**src/rtl/count_display_driver_if.sv**
```systemverilog
// Display-side bundle of the count display driver: the binary count going in,
// the segment/anode drive, the converted BCD digits and the status strobes coming out.
interface count_display_driver_if;
  logic [5:0] Count;
  logic [6:0] seg;
  logic [1:0] an;
  logic [3:0] bcd_tens;
  logic [3:0] bcd_ones;
  logic       update;
  logic       busy;

  // Producer of Count, consumer of the display outputs.
  modport master (
    output Count,
    input  seg, an, bcd_tens, bcd_ones, update, busy
  );

  // The driver itself.
  modport slave (
    input  Count,
    output seg, an, bcd_tens, bcd_ones, update, busy
  );
endinterface

```
**src/rtl/count_display_driver.sv**
```systemverilog
// Two-digit multiplexed 7-segment driver for a 6-bit count.
// A sequential double-dabble FSM turns Count into BCD. A free-running refresh
// counter then alternates the ones and tens digits on the display.
module count_display_driver #(
  parameter int unsigned REFRESH_DIV   = 1000,
  parameter bit          ACTIVE_LOW    = 1'b1,
  parameter bit          BLANK_LEADING = 1'b1
) (
  input  logic                   Clk,
  input  logic                   reset,
  count_display_driver_if.slave  bus
);

  typedef enum logic [1:0] {
    S_IDLE  = 2'd0,
    S_LOAD  = 2'd1,
    S_SHIFT = 2'd2,
    S_DONE  = 2'd3
  } state_t;

  localparam int unsigned RW = (REFRESH_DIV > 1) ? $clog2(REFRESH_DIV) : 1;
  localparam logic [RW-1:0] REF_LAST = RW'(REFRESH_DIV - 1);

  localparam logic [1:0] AN_ONES = ACTIVE_LOW ? 2'b10 : 2'b01;
  localparam logic [1:0] AN_TENS = ACTIVE_LOW ? 2'b01 : 2'b10;
  localparam logic [1:0] AN_NONE = ACTIVE_LOW ? 2'b11 : 2'b00;
  localparam logic [6:0] SEG_OFF = ACTIVE_LOW ? 7'h7F : 7'h00;

  // Segment pattern {g,f,e,d,c,b,a} for one BCD digit, in the configured polarity.
  function automatic logic [6:0] seg_encode(input logic [3:0] digit);
    logic [6:0] raw;
    case (digit)
      4'd0:    raw = 7'h3F;
      4'd1:    raw = 7'h06;
      4'd2:    raw = 7'h5B;
      4'd3:    raw = 7'h4F;
      4'd4:    raw = 7'h66;
      4'd5:    raw = 7'h6D;
      4'd6:    raw = 7'h7D;
      4'd7:    raw = 7'h07;
      4'd8:    raw = 7'h7F;
      4'd9:    raw = 7'h6F;
      default: raw = 7'h00;
    endcase
    return ACTIVE_LOW ? ~raw : raw;
  endfunction

  // Double-dabble correction: a nibble of 5 or more would overflow the decimal digit after doubling.
  function automatic logic [3:0] add3(input logic [3:0] nib);
    return (nib >= 4'd5) ? (nib + 4'd3) : nib;
  endfunction

  state_t        state_q, state_d;
  logic          force_q, force_d;
  logic [5:0]    last_q, last_d;
  logic [13:0]   shift_q, shift_d;
  logic [2:0]    iter_q, iter_d;
  logic [3:0]    tens_q, tens_d;
  logic [3:0]    ones_q, ones_d;
  logic          update_q, update_d;
  logic          busy_q, busy_d;
  logic [RW-1:0] ref_q, ref_d;
  logic          sel_q, sel_d;     // 0: ones digit lit, 1: tens digit lit
  logic [6:0]    seg_q, seg_d;
  logic [1:0]    an_q, an_d;

  logic [13:0]   shift_adj_s;
  logic [13:0]   shift_next_s;
  logic          trigger_s;

  // Shift register layout is {tens(4), ones(4), bin(6)}; correct both nibbles, then shift left.
  assign shift_adj_s  = {add3(shift_q[13:10]), add3(shift_q[9:6]), shift_q[5:0]};
  assign shift_next_s = {shift_adj_s[12:0], 1'b0};
  assign trigger_s    = force_q || (bus.Count != last_q);

  // FSM state register.
  always_ff @(posedge Clk or posedge reset) begin
    if (reset) begin
      state_q <= S_IDLE;
    end else begin
      state_q <= state_d;
    end
  end

  // FSM next-state logic: IDLE -> LOAD -> 6x SHIFT -> DONE -> IDLE.
  always_comb begin
    state_d = state_q;
    case (state_q)
      S_IDLE: begin
        if (trigger_s) state_d = S_LOAD;
        else           state_d = S_IDLE;
      end
      S_LOAD:  state_d = S_SHIFT;
      S_SHIFT: begin
        if (iter_q == 3'd5) state_d = S_DONE;
        else                state_d = S_SHIFT;
      end
      S_DONE:  state_d = S_IDLE;
      default: state_d = S_IDLE;
    endcase
  end

  // FSM outputs: conversion datapath and the BCD/update/busy next values.
  always_comb begin
    force_d  = force_q;
    last_d   = last_q;
    shift_d  = shift_q;
    iter_d   = iter_q;
    tens_d   = tens_q;
    ones_d   = ones_q;
    update_d = 1'b0;
    case (state_q)
      S_IDLE: begin
        if (trigger_s) force_d = 1'b0;
        else           force_d = force_q;
      end
      S_LOAD: begin
        shift_d = {8'h00, bus.Count};
        last_d  = bus.Count;
        iter_d  = 3'd0;
      end
      S_SHIFT: begin
        shift_d = shift_next_s;
        iter_d  = iter_q + 3'd1;
        if (iter_q == 3'd5) begin
          // Sixth shift: publish the result so it is visible during DONE.
          tens_d   = shift_next_s[13:10];
          ones_d   = shift_next_s[9:6];
          update_d = 1'b1;
        end else begin
          update_d = 1'b0;
        end
      end
      S_DONE:  update_d = 1'b0;
      default: update_d = 1'b0;
    endcase
    busy_d = (state_d != S_IDLE);
  end

  // Conversion and status registers.
  always_ff @(posedge Clk or posedge reset) begin
    if (reset) begin
      force_q  <= 1'b1;
      last_q   <= 6'd0;
      shift_q  <= 14'd0;
      iter_q   <= 3'd0;
      tens_q   <= 4'd0;
      ones_q   <= 4'd0;
      update_q <= 1'b0;
      busy_q   <= 1'b0;
    end else begin
      force_q  <= force_d;
      last_q   <= last_d;
      shift_q  <= shift_d;
      iter_q   <= iter_d;
      tens_q   <= tens_d;
      ones_q   <= ones_d;
      update_q <= update_d;
      busy_q   <= busy_d;
    end
  end

  // Refresh timing and segment/anode selection from the currently held digits.
  always_comb begin
    if (ref_q == REF_LAST) begin
      ref_d = '0;
      sel_d = ~sel_q;
    end else begin
      ref_d = ref_q + RW'(1);
      sel_d = sel_q;
    end
    if (!sel_q) begin
      an_d  = AN_ONES;
      seg_d = seg_encode(ones_q);
    end else if (BLANK_LEADING && (tens_q == 4'd0)) begin
      an_d  = AN_NONE;
      seg_d = SEG_OFF;
    end else begin
      an_d  = AN_TENS;
      seg_d = seg_encode(tens_q);
    end
  end

  // Display multiplexing registers.
  always_ff @(posedge Clk or posedge reset) begin
    if (reset) begin
      ref_q <= '0;
      sel_q <= 1'b0;
      an_q  <= AN_ONES;
      seg_q <= seg_encode(4'd0);
    end else begin
      ref_q <= ref_d;
      sel_q <= sel_d;
      an_q  <= an_d;
      seg_q <= seg_d;
    end
  end

  assign bus.seg      = seg_q;
  assign bus.an       = an_q;
  assign bus.bcd_tens = tens_q;
  assign bus.bcd_ones = ones_q;
  assign bus.update   = update_q;
  assign bus.busy     = busy_q;

endmodule

```
**src/flat_wrapper.sv**
```systemverilog
// flat-port wrapper written by rule: the top's interface ports become plain ports
module count_display_driver_flat 
#(
  parameter int unsigned REFRESH_DIV   = 1000,
  parameter bit          ACTIVE_LOW    = 1'b1,
  parameter bit          BLANK_LEADING = 1'b1
)
  (Clk, reset, bus_Count, bus_seg, bus_an, bus_bcd_tens, bus_bcd_ones, bus_update, bus_busy);
  count_display_driver_if bus_i ();
  input  logic Clk;
  input  logic reset;
  input wire logic [$bits(bus_i.Count)-1:0] bus_Count;
  output wire logic [$bits(bus_i.seg)-1:0] bus_seg;
  output wire logic [$bits(bus_i.an)-1:0] bus_an;
  output wire logic [$bits(bus_i.bcd_tens)-1:0] bus_bcd_tens;
  output wire logic [$bits(bus_i.bcd_ones)-1:0] bus_bcd_ones;
  output wire logic [$bits(bus_i.update)-1:0] bus_update;
  output wire logic [$bits(bus_i.busy)-1:0] bus_busy;
  assign bus_i.Count = bus_Count;
  assign bus_seg = bus_i.seg;
  assign bus_an = bus_i.an;
  assign bus_bcd_tens = bus_i.bcd_tens;
  assign bus_bcd_ones = bus_i.bcd_ones;
  assign bus_update = bus_i.update;
  assign bus_busy = bus_i.busy;
  count_display_driver #(.REFRESH_DIV(REFRESH_DIV), .ACTIVE_LOW(ACTIVE_LOW), .BLANK_LEADING(BLANK_LEADING)) u_core (.Clk(Clk), .reset(reset), .bus(bus_i));
endmodule
```
**config.mk**
```make
export PLATFORM = sky130hd
export DESIGN_NAME = count_display_driver_flat
export DESIGN_NICKNAME = d
export VERILOG_FILES = /design/src/rtl/count_display_driver_if.sv /design/src/rtl/count_display_driver.sv /design/src/flat_wrapper.sv
export SDC_FILE = /design/constraint.sdc
export NUM_CORES = 1
export LEC_CHECK = 0
export ABC_AREA = 1
export CORE_MARGIN = 5
export CORE_UTILIZATION = 52
export CTS_CLUSTER_DIAMETER = 100
export CTS_CLUSTER_SIZE = 40
export DETAILED_ROUTE_END_ITERATION = 12
export GPL_ROUTABILITY_DRIVEN = 0
export PLACE_DENSITY = 0.74
export SLEW_MARGIN = 25
export SYNTH_ARGS = -nofsm -noshare
export SYNTH_HDL_FRONTEND = slang
export SYNTH_SLANG_ARGS = --single-unit
```
**constraint.sdc**
```tcl
create_clock -name Clk -period 4.9 [get_ports Clk]
set_clock_uncertainty 0.05 [all_clocks]
set_input_delay 0.98 -clock Clk [delete_from_list [all_inputs] [get_ports Clk]]
set_output_delay 0.98 -clock Clk [all_outputs]
set_load 0.02 [all_outputs]
```
After elaboration in Yosys (flattened, before gate mapping)
Memory sizes are Yosys's and may differ from the RTL's.
Cells that the tools add are included.
W data, S select, Z words.
{"block": "classes", "add_sub_neg": 4, "n_lt_le_gt_ge": 2, "n_eq_ne": 6, "mux": 17, "n_bitwise": 3, "n_reduce_logical": 7}
{"cell": "$mux W7", "n": 5}
{"cell": "$pmux W14 S2", "n": 1}
{"cell": "$not A7 Y7", "n": 2}
{"cell": "$add A10 B1 Y10 const B", "n": 1}
{"cell": "$eq A10 B10 Y1 const B", "n": 1}
{"cell": "$mux W10", "n": 1}
{"cell": "$ge A4 B3 Y1 const B", "n": 2}
{"cell": "$pmux W2 S4", "n": 1}
{"cell": "$ne A6 B6 Y1", "n": 1}
{"cell": "$pmux W3 S2", "n": 1}
{"cell": "$add A4 B2 Y4 const B", "n": 1}
{"cell": "$eq A2 B2 Y1 const B", "n": 2}
{"cell": "$logic_not A4 Y1", "n": 1}
{"cell": "$mux W1", "n": 4}
{"cell": "$mux W2", "n": 2}
{"cell": "$mux W4", "n": 1}
{"cell": "$reduce_and A2 Y1", "n": 2}
{"cell": "$reduce_bool A2 Y1", "n": 2}
{"cell": "$add A3 B1 Y3 const B", "n": 1}
{"cell": "$add A3 B2 Y3 const B", "n": 1}
{"cell": "$eq A3 B3 Y1 const B", "n": 1}
{"cell": "$mux W3", "n": 1}
{"cell": "$eq A2 B1 Y1 const B", "n": 1}
{"cell": "$logic_not A2 Y1", "n": 1}
{"cell": "2 further kinds", "n": 2}
{"block": "word_totals", "register_bits": 56, "mem_bits_ro": 224, "in_bits": 8, "output_inout_bits": 19, "word_cells": 54, "n_memories": 2}
{"memory": "(name not given)", "depth": 16, "word_bits": 7, "rd": 1, "rd_ports_with_merged_regs": 0, "write_ports": 0, "line_no": "count_display_driver.sv:32", "text": "case (digit)"}
{"memory": "(name not given)", "depth": 16, "word_bits": 7, "rd": 1, "rd_ports_with_merged_regs": 0, "write_ports": 0, "line_no": "count_display_driver.sv:32"}

Depth between registers and ports, before layout
Gate-level depths: netlist (run 1).
{"block": "logic_depth", "word_depth": 6, "mapped_depth": 9, "mapped_depth_nobuf": 9}

Least setup slack after synthesis (run 1)
OpenSTA, ideal clock, no wires.
{"block": "synth_timing", "path_type": "input to register", "start": "input bus_Count[2]", "end": "register u_core.busy_q, in the netlist u_core.bus.busy", "t_arrival_ns": 1.407, "path_slack_ns": 3.315, "path_stages": 9, "n_path_buf": 0, "path_cell_list": "inv_1 > nand2_1 > nand2_1 > inv_1 > nand2_1 > nor2_1 > nand2_1 > nand2_1 > nand3_1"}
{"block": "synth_via", "elab_chain_len": 5}
{"element": "start: declaration", "line_no": "flat_wrapper.sv:12", "text": "input wire logic [$bits(bus_i.Count)-1:0] bus_Count;"}
{"element": "$ne A6 B6 Y1", "line_no": "count_display_driver.sv:74", "text": "assign trigger_s = force_q || (bus.Count != last_q);"}
{"element": "$logic_or A1 B1 Y1", "line_no": "count_display_driver.sv:74"}
{"element": "$mux W1", "line_no": "count_display_driver.sv:90", "text": "if (trigger_s) state_d = S_LOAD;"}
{"element": "$pmux W2 S4", "line_no": "count_display_driver.sv:88", "text": "case (state_q)"}
{"element": "$reduce_bool A2 Y1", "line_no": "count_display_driver.sv:137", "text": "busy_d = (state_d != S_IDLE);"}
{"element": "net u_core.busy_d", "line_no": "count_display_driver.sv:61", "text": "logic busy_q, busy_d;"}
{"element": "end signal: assignment", "line_no": "count_display_driver.sv:159", "text": "busy_q <= busy_d;"}
{"element": "end: declaration", "line_no": "count_display_driver.sv:61"}
The timed path passes the listed nets, and every way through them passes these cells.
A chain may end at the register's enable or synchronous reset.

Worst setup path after layout (run 1)
{"block": "layout_timing", "start": "register u_core.tens_q[2], in the netlist u_core.bus.bcd_tens[2]", "end": "output bus_bcd_tens[2]"}
{"element": "start: declaration", "line_no": "count_display_driver.sv:58", "text": "logic [3:0] tens_q, tens_d;"}
{"element": "start signal: assignment", "line_no": "count_display_driver.sv:156", "text": "tens_q <= tens_d;"}
{"element": "end: declaration", "line_no": "flat_wrapper.sv:15", "text": "output wire logic [$bits(bus_i.bcd_tens)-1:0] bus_bcd_tens;"}
No word-level cell between the ends.

==> results.yml, run 1 <==
timing:
  fmax_mhz: 402
  drv_slew: 0
  whs_ps: 440
  tns_ps: 0
  setup_viol: 0
  worstMarginPinSlew_ps: 681
  period_share_pct: 50.7
  rsz0062_at_grt: "false"
  post-route-min-period_ps: 2480
  hold_viol: 0
  relSlewSlack_pct: 54.6
layout:
  antenna_cells: 0
  mostFrequentLayoutCell: "nand2_1"
  nNetsFinal: 369
  final_cell_mix: "nand2_1 (64), dfrtp_1 (53), inv_1 (44)"
  final_layout_size_suffix_gt1_share_pct: 9.36
  final_cell_area_um2: 3250
  area_growth_pct: 15.7
  fillers: 436
  utilization_pct: 62.8
drt:
  wl_per_cell_um: 12.0
  drt_wl_total_um: 4960
  ant_nets: 0
  drtIter0Drc: 96
  first_pass_iters: 4
  num_vias: 2077
  drcViolationCount: 0
  viasPerCell: 5.04
grt:
  grtUsageTotal_pct: 15.4
  antenna_found_initial: 0
  grt_pass1_vias: 2019
  grt-ovfl-total: 0
  grt_start_max_net_pins: 57
  grt_pass1_wl_um: 8780
cts:
  clkTransAtPathRegs_ps: 100
  cts_tree: "yes"
  cts-hold-fix-buffers: 0
  clock_path_buffers: 2
  ctsHtreeMaxLevel: 2
  cts_inserted_buffers: 5
  cts_resized: 0
  cts-root-buf: "clkbuf_8"
  cts_setup_buffers: 0
  clk-insertion-delay-late_ps: 310
  clock_sinks: 56
worst_setup_path:
  arrival_ps: 1450
  required_ps: 3870
  crit_slowest_cell: "clkdlybuf4s50_1"
  critPathLaunchType: "flop"
  r2r_slack_ps: 2920
  crit_type: "flop to output pin"
  critPathMaxFanout: 8
  cp_top_family: "buffers and inverters"
  reg2reg_depth: 4
  rr_endpoint: "u_core.shift_q[1]"
  worstSetupPathDepth: 1
  crit_path_max_incr_delay_ps: 660
  cp-end-kind: "output pin"
  crit_path_cell_trace: "clkdlybuf4s50_1"
  worst-path-buf-inv: 1
  reg2reg_from: "u_core.state_q[0]"
logic_synthesis:
  async_flop_share_pct: 100
  yosys_most_used_dff: "dfrtp_1"
  synth.avg_cell_area_um2: 9.00
  yosysWarnings: 0
  synth-seq-cells: 56
  synthesis.area_um2: 2810
  synth_seq_area_share_pct: 50.1
  netlist_instances: 312
  syn_nets: 340
  synth_edf_count: 0
  ys_types: 31
die:
  coreArea_um2: 5170
  dieWidth_um: 83.5
  num_io_pins: 27
  start_util_pct: 54.3
  fp-row-count: 26
  die_area_um2: 6970
  die_y_um: 83.5
min_path:
  min_from: "u_core.force_q"
  hold_path_end: "u_core.force_q"
  hold_path.class: "flop to flop"
  hold_depth: 1
placed_design:
  hpwlAfterDp_um: 3640
  dpl_cell_area_um2: 3140
  numPortBuffers: 26
power:
  power_density_nw_per_um2: 543
  ir_worst_vdd_uv: 346
  leakagePower_uw: 0.00157
  fin_total_pwr_uw: 1760
job:
  cap_violations: 0
run_status:
  status: "finished clean"
[area by class of cell]
type                       instances  area [µm²]  area share, %
clock inverter                     3        42.5           1.31
multi-input combinational        201        1190           36.6
timing repair buffer              27         268           8.24
sequential                        56        1410           43.3
inverter                          50         188           5.78
clock buffer                       5        68.8           2.12
tap                               70        87.6           2.70
[where the power goes]
part           switching, µW  total (µW)  internal [µW]
combinational            463         775            312
clock                    150         302            151
sequential              86.9         688            601
total                    700        1760           1060
[through the flow]
stage,instances,worst slack [ps]
global placement,404,2720
detailed placement,404,2670
global route,412,2350
finish,412,2420
CTS,412,2400
floorplan,312,2500
[registers in the layout (all words and copies together) (netlist names)]
| register | flops |
|---|---|
| u_core.bus.bcd_ones | 4 |
| u_core.bus.seg | 7 |
| u_core.state_q | 2 |
| u_core.bus.update | 1 |
| u_core.last_q | 6 |
| u_core.shift_q | 14 |
| u_core.bus.busy | 1 |
| u_core.bus.an | 2 |
| u_core.ref_q | 10 |
| u_core.bus.bcd_tens | 4 |
| u_core.iter_q | 3 |
| u_core.sel_q | 1 |
| u_core.force_q | 1 |
[synth_stat cells (3+ instances only)]
master	n	area share, %
nand3_1	14	2.5
o21ai_0	15	2.7
ha_1	20	8.9
buf_2	5	0.89
nor2_1	20	2.7
dfstp_2	3	2.8
inv_2	5	0.67
o22ai_1	8	1.8
dfrtp_1	53	47
nand2_1	64	8.6
a21oi_1	15	2.7
o21ai_1	9	1.6
inv_1	45	6.0
o221ai_1	5	1.6
xor2_1	6	1.9
[per-layer routing]
metal	share of wire, %	up-vias	wire, µm	global-route usage [%]
met5	0	-	0	0
met4	2.5	0	125	7.31
met3	4.8	13	239	3.65
met2	48	44	2380	25.7
met1	45	956	2210	18.7
li1	-	1064	-	-
[worst max-delay path by stage]
stage,slack [ps],start,to
final,2420,u_core.bus.bcd_tens[2],bus_bcd_tens[2]
after global routing,2350,u_core.bus.bcd_tens[2],bus_bcd_tens[2]
after CTS,2400,u_core.bus.bcd_tens[2],bus_bcd_tens[2]
after detailed placement,2670,bus_Count[3],u_core.bus.busy
after global placement,2720,bus_Count[4],u_core.bus.busy
after floorplan,2500,reset,u_core.bus.an[0]
[logic make-up after synthesis]
logic type / count (synthesis) / share of synthesized area, %
xor+xnor: 7 / 2.18
flops: 56 / 50.1
buf+inv: 55 / 7.58
fa+ha+maj: 20 / 8.92
simple gates: 113 / 18.4
compound gates: 59 / 12.1
mux: 2 / 0.802
Power figures use the tool's default switching activity.
==> inputs of run 2 (changes only) <==
==> constraint.sdc (replaced) <==
create_clock -name Clk -period 2.6 [get_ports Clk]
set_clock_uncertainty 0.05 [all_clocks]
set_input_delay 0.52 -clock Clk [delete_from_list [all_inputs] [get_ports Clk]]
set_output_delay 0.52 -clock Clk [all_outputs]
set_load 0.02 [all_outputs]
==> run 2 against run 1 <==
Sequential cell count is the same. Non-clock buffer count up 1. Final cell count up 0.24%. Register-to-register slack lost 2100 ps. Die area is the same. Clock-buffer cell count unchanged. Sequential share of layout area fell by 0.33 points. Total power increased by 89%. Utilization is 0.48 points higher. Largest cell class unchanged. Highest routed layer unchanged.
==> results.yml, run 2 (synthesized netlist as in run 1, its figures left out) <==
grt:
  grt_pass1_vias: 1965
  grt_start_max_net_pins: 57
  antenna_found_initial: 0
  grt-ovfl-total: 0
  grtUsageTotal_pct: 15.2
  grt_pass1_wl_um: 8750
power:
  p_comb_share_pct: 43.9
  seqPwrFrac_pct: 38.7
  switching_power_uw: 1310
  swShare_pct: 39.3
  p_int_uw: 2030
  power_density_nw_per_um2: 1020
  ir_worst_vdd_uv: 669
  p_clk_share_pct: 17.3
  leakagePower_uw: 0.00159
worst_setup_path:
  crit_path_cell_trace: "clkdlybuf4s50_1"
  worstSetupPathDepth: 1
  crit_type: "flop to output pin"
  crit_path_max_incr_delay_ps: 660
  worst-path-buf-inv: 1
  required_ps: 2030
  crit_slowest_cell: "clkdlybuf4s50_1"
  cp_top_family: "buffers and inverters"
  arrival_ps: 1450
  cp-end-kind: "output pin"
  critPathMaxFanout: 8
  reg2reg_depth: 5
  critPathLaunchType: "flop"
timing:
  rsz0062_at_grt: "false"
  setup_viol: 0
  tns_ps: 0
  period_share_pct: 77.5
  worstMarginPinSlew_ps: 571
  drv_slew: 0
  relSlewSlack_pct: 61.8
  whs_ps: 437
  fmax_mhz: 496
  hold_viol: 0
  post-route-min-period_ps: 2020
die:
  die_area_um2: 6970
  coreArea_um2: 5170
  num_io_pins: 27
  start_util_pct: 54.3
  dieWidth_um: 83.5
  die_y_um: 83.5
  fp-row-count: 26
drt:
  ant_nets: 0
  first_pass_iters: 4
  drtIter0Drc: 76
  num_vias: 2071
  viasPerCell: 5.01
  drt_wl_total_um: 4900
  drcViolationCount: 0
  wl_per_cell_um: 11.9
cts:
  cts-hold-fix-buffers: 0
  cts_inserted_buffers: 5
  cts_tree: "yes"
  clkTransAtPathRegs_ps: 100
  clock_path_buffers: 2
  clock_sinks: 56
  cts_resized: 0
  clk-insertion-delay-late_ps: 310
  cts-root-buf: "clkbuf_8"
  ctsHtreeMaxLevel: 2
  cts_setup_buffers: 0
layout:
  area_growth_pct: 16.6
  largest_reg_flops: 14
  nNetsFinal: 370
  final_layout_size_suffix_gt1_share_pct: 9.62
  top_register: "u_core.shift_q"
  final_cell_mix: "nand2_1 (64), dfrtp_1 (53), inv_1 (44)"
  antenna_cells: 0
  mostFrequentLayoutCell: "nand2_1"
placed_design:
  hpwlAfterDp_um: 3620
  numPortBuffers: 26
min_path:
  hold_depth: 0
  hold_path.class: "flop to flop"
run_status:
  status: "finished clean"
job:
  cap_violations: 0
run 2: power by group through the flow:
stage	Combinational [µW]	Clock [µW]	Sequential (µW)
6_report	1470	578	1290
3_5_place_dp	1470	0	1310
4_1_cts	1480	597	1300
3_3_place_gp	1450	0	1310
2_1_floorplan	889	0	1420
5_1_grt	1650	630	1330
run 2: final cells by class:
type / count / area, µm²
fill: 430 / 1900
sequential: 56 / 1410
multi-input combinational: 201 / 1190
timing repair buffer: 28 / 288
inverter: 50 / 188
tap: 70 / 87.6
clock buffer: 5 / 68.8
clock inverter: 3 / 47.5
run 2: final timing paths:
check | slack (ps) | end | start
max in group asynchronous | 1690 | u_core.force_q | reset
min in group asynchronous | 520 | u_core.ref_q[0] | reset
setup reg to reg | 850 | u_core.bus.busy | u_core.state_q[0]
hold / removal | 440 | u_core.bus.an[0] | u_core.sel_q
hold reg to reg | 440 | u_core.bus.an[0] | u_core.sel_q
setup / recovery | 580 | bus_bcd_tens[2] | u_core.bus.bcd_tens[2]
run 2: layer usage:
| metal | track usage, % | routed length, µm | vias up |
|---|---|---|---|
| met4 | 4.68 | 61 | 0 |
| met5 | 0 | 0 | - |
| met3 | 3.95 | 220 | 6 |
| li1 | - | - | 1072 |
| met2 | 26.2 | 2360 | 36 |
| met1 | 18.7 | 2250 | 957 |
run 2: metrics by stage:
step	std cells	utilization [%]	worst slack, ps	instance area, µm²	power [µW]
6_report	413	63.3	585	3270	3340
5_1_grt	413	63.3	486	3270	3620
3_3_place_gp	405	61.0	882	3160	2760
4_1_cts	413	63.3	561	3270	3370
2_1_floorplan	312	-	664	2810	2310
3_5_place_dp	405	61.0	827	3160	2790
run 2: worst reg2reg max path, cell delays in order (launching register included):
cell and delay [ps]:
dfrtp_1 400, inv_1 80, ha_1 230, nand3_1 450
or2_1 400, nand3_1 80
==> inputs of run 3 (changes only) <==
==> constraint.sdc (replaced) <==
create_clock -name Clk -period 1.99 [get_ports Clk]
set_clock_uncertainty 0.05 [all_clocks]
set_input_delay 0.398 -clock Clk [delete_from_list [all_inputs] [get_ports Clk]]
set_output_delay 0.398 -clock Clk [all_outputs]
set_load 0.02 [all_outputs]
==> run 3 against run 2 <==
Clock power rose by 13%. Die area did not move. Combinational power rose by 36%. Utilization rose by 0.58 points. Largest cell class unchanged.
==> results.yml, run 3 (synthesized netlist as in run 1, its figures left out) <==
die:
  start_util_pct: 54.3
  dieWidth_um: 83.5
  die_y_um: 83.5
  coreArea_um2: 5170
  num_io_pins: 27
  die_area_um2: 6970
  fp-row-count: 26
power:
  power_density_nw_per_um2: 1310
  leakagePower_uw: 0.00161
  ir_worst_vdd_uv: 975
cts:
  cts_inserted_buffers: 5
  cts-root-buf: "clkbuf_8"
  cts-hold-fix-buffers: 0
  clock_sinks: 56
  cts_setup_buffers: 0
  clk-insertion-delay-late_ps: 310
  clock_path_buffers: 2
  cts_tree: "yes"
  ctsHtreeMaxLevel: 2
  cts_resized: 0
  clkTransAtPathRegs_ps: 100
worst_setup_path:
  rr_endpoint: "u_core.shift_q[2]"
  arrival_ps: 1420
  crit_path_cell_trace: "clkdlybuf4s50_1"
  critPathLaunchType: "flop"
  r2r_slack_ps: 380
  reg2reg_from: "u_core.state_q[1]"
  crit_slowest_cell: "clkdlybuf4s50_1"
  cp-end-kind: "output pin"
  crit_type: "flop to output pin"
  cp_top_family: "buffers and inverters"
  crit_path_max_incr_delay_ps: 650
  worst-path-buf-inv: 1
  critPathMaxFanout: 6
  required_ps: 1540
  reg2reg_depth: 4
timing:
  post-route-min-period_ps: 1870
  setup_slack_ps: 119
  whs_ps: 355
  hold_viol: 0
  relSlewSlack_pct: 70.9
  tns_ps: 0
  worstMarginPinSlew_ps: 435
  drv_slew: 0
  period_share_pct: 94.0
  setup_viol: 0
  fmax_mhz: 534
  rsz0062_at_grt: "false"
drt:
  ant_nets: 0
  drt_wl_total_um: 5130
  drcViolationCount: 0
  viasPerCell: 5.00
  num_vias: 2091
  first_pass_iters: 4
  drtIter0Drc: 86
  wl_per_cell_um: 12.3
job:
  cap_violations: 0
layout:
  antenna_cells: 0
  mostFrequentLayoutCell: "nand2_1"
  register_area_um2: 1410
  multi_input_area_um2: 1190
  final_cell_mix: "nand2_1 (64), dfrtp_1 (53), inv_1 (44)"
  area_growth_pct: 17.7
  fillers: 441
  top_register: "u_core.shift_q"
  nNetsFinal: 375
  largest_reg_flops: 14
  final_layout_size_suffix_gt1_share_pct: 10.9
run_status:
  status: "finished clean"
grt:
  grt_pass1_vias: 2088
  grt-ovfl-total: 0
  grt_pass1_wl_um: 9140
  grtUsageTotal_pct: 15.9
  antenna_found_initial: 0
  grt_start_max_net_pins: 22
placed_design:
  pre_cts_ws_ps: 344
  numPortBuffers: 26
  hpwlAfterDp_um: 3900
min_path:
  hold_path.class: "input pin to asynchronous set/reset pin"
==> run 3: changes by cell type in the layout (fill, tap and decap cells not counted) <==
cell	before	now
inv_6	0	1
buf_4	1	5
clkinv_4	2	0
buf_12	1	2
bufinv_16	1	0
clkinv_2	0	1
clkbuf_8	5	6
==> run 3: area by class of cell <==
class / count / share of cell area (%)
sequential: 56 / 42.5
multi-input combinational: 201 / 36.0
clock inverter: 2 / 0.417
tap: 70 / 2.65
inverter: 50 / 5.68
clock buffer: 6 / 2.50
timing repair buffer: 33 / 10.2
==> run 3: routing by layer <==
layer  track usage [%]  vias up  part of all wire (%)
li1                  -     1074                     -
met1              19.5      973                    44
met2              27.8       39                    51
met3              3.55        5                   4.1
met4              4.97        0                  0.90
met5                 0        -                     0
==> run 3: power by group <==
part / leakage [µW] / internal [µW] / switching, µW
Combinational: 0.000853 / 839 / 1160
Clock: 0.0000516 / 285 / 367
Sequential: 0.000704 / 1480 / 204
Total: 0.00161 / 2600 / 1730
==> run 3: through the flow <==
step	area (µm²)	cells	utilization [%]	total power (µW)
global route	3300	418	63.9	4690
detailed placement	3210	410	62.0	3720
global placement	3210	410	62.0	3660
CTS	3300	418	63.9	4380
finish	3300	418	63.9	4330
floorplan	2810	312	-	3020
==> run 3: worst max path at each step <==
stage                            from               end  cells after the start
6_report       u_core.bus.bcd_ones[2]   bus_bcd_ones[2]                      1
4_1_cts        u_core.bus.bcd_ones[2]   bus_bcd_ones[2]                      1
5_1_grt        u_core.bus.bcd_ones[2]   bus_bcd_ones[2]                      1
3_3_place_gp             bus_Count[0]   u_core.bus.busy                      8
2_1_floorplan                   reset  u_core.bus.an[0]                      1
3_5_place_dp             bus_Count[2]   u_core.bus.busy                     10
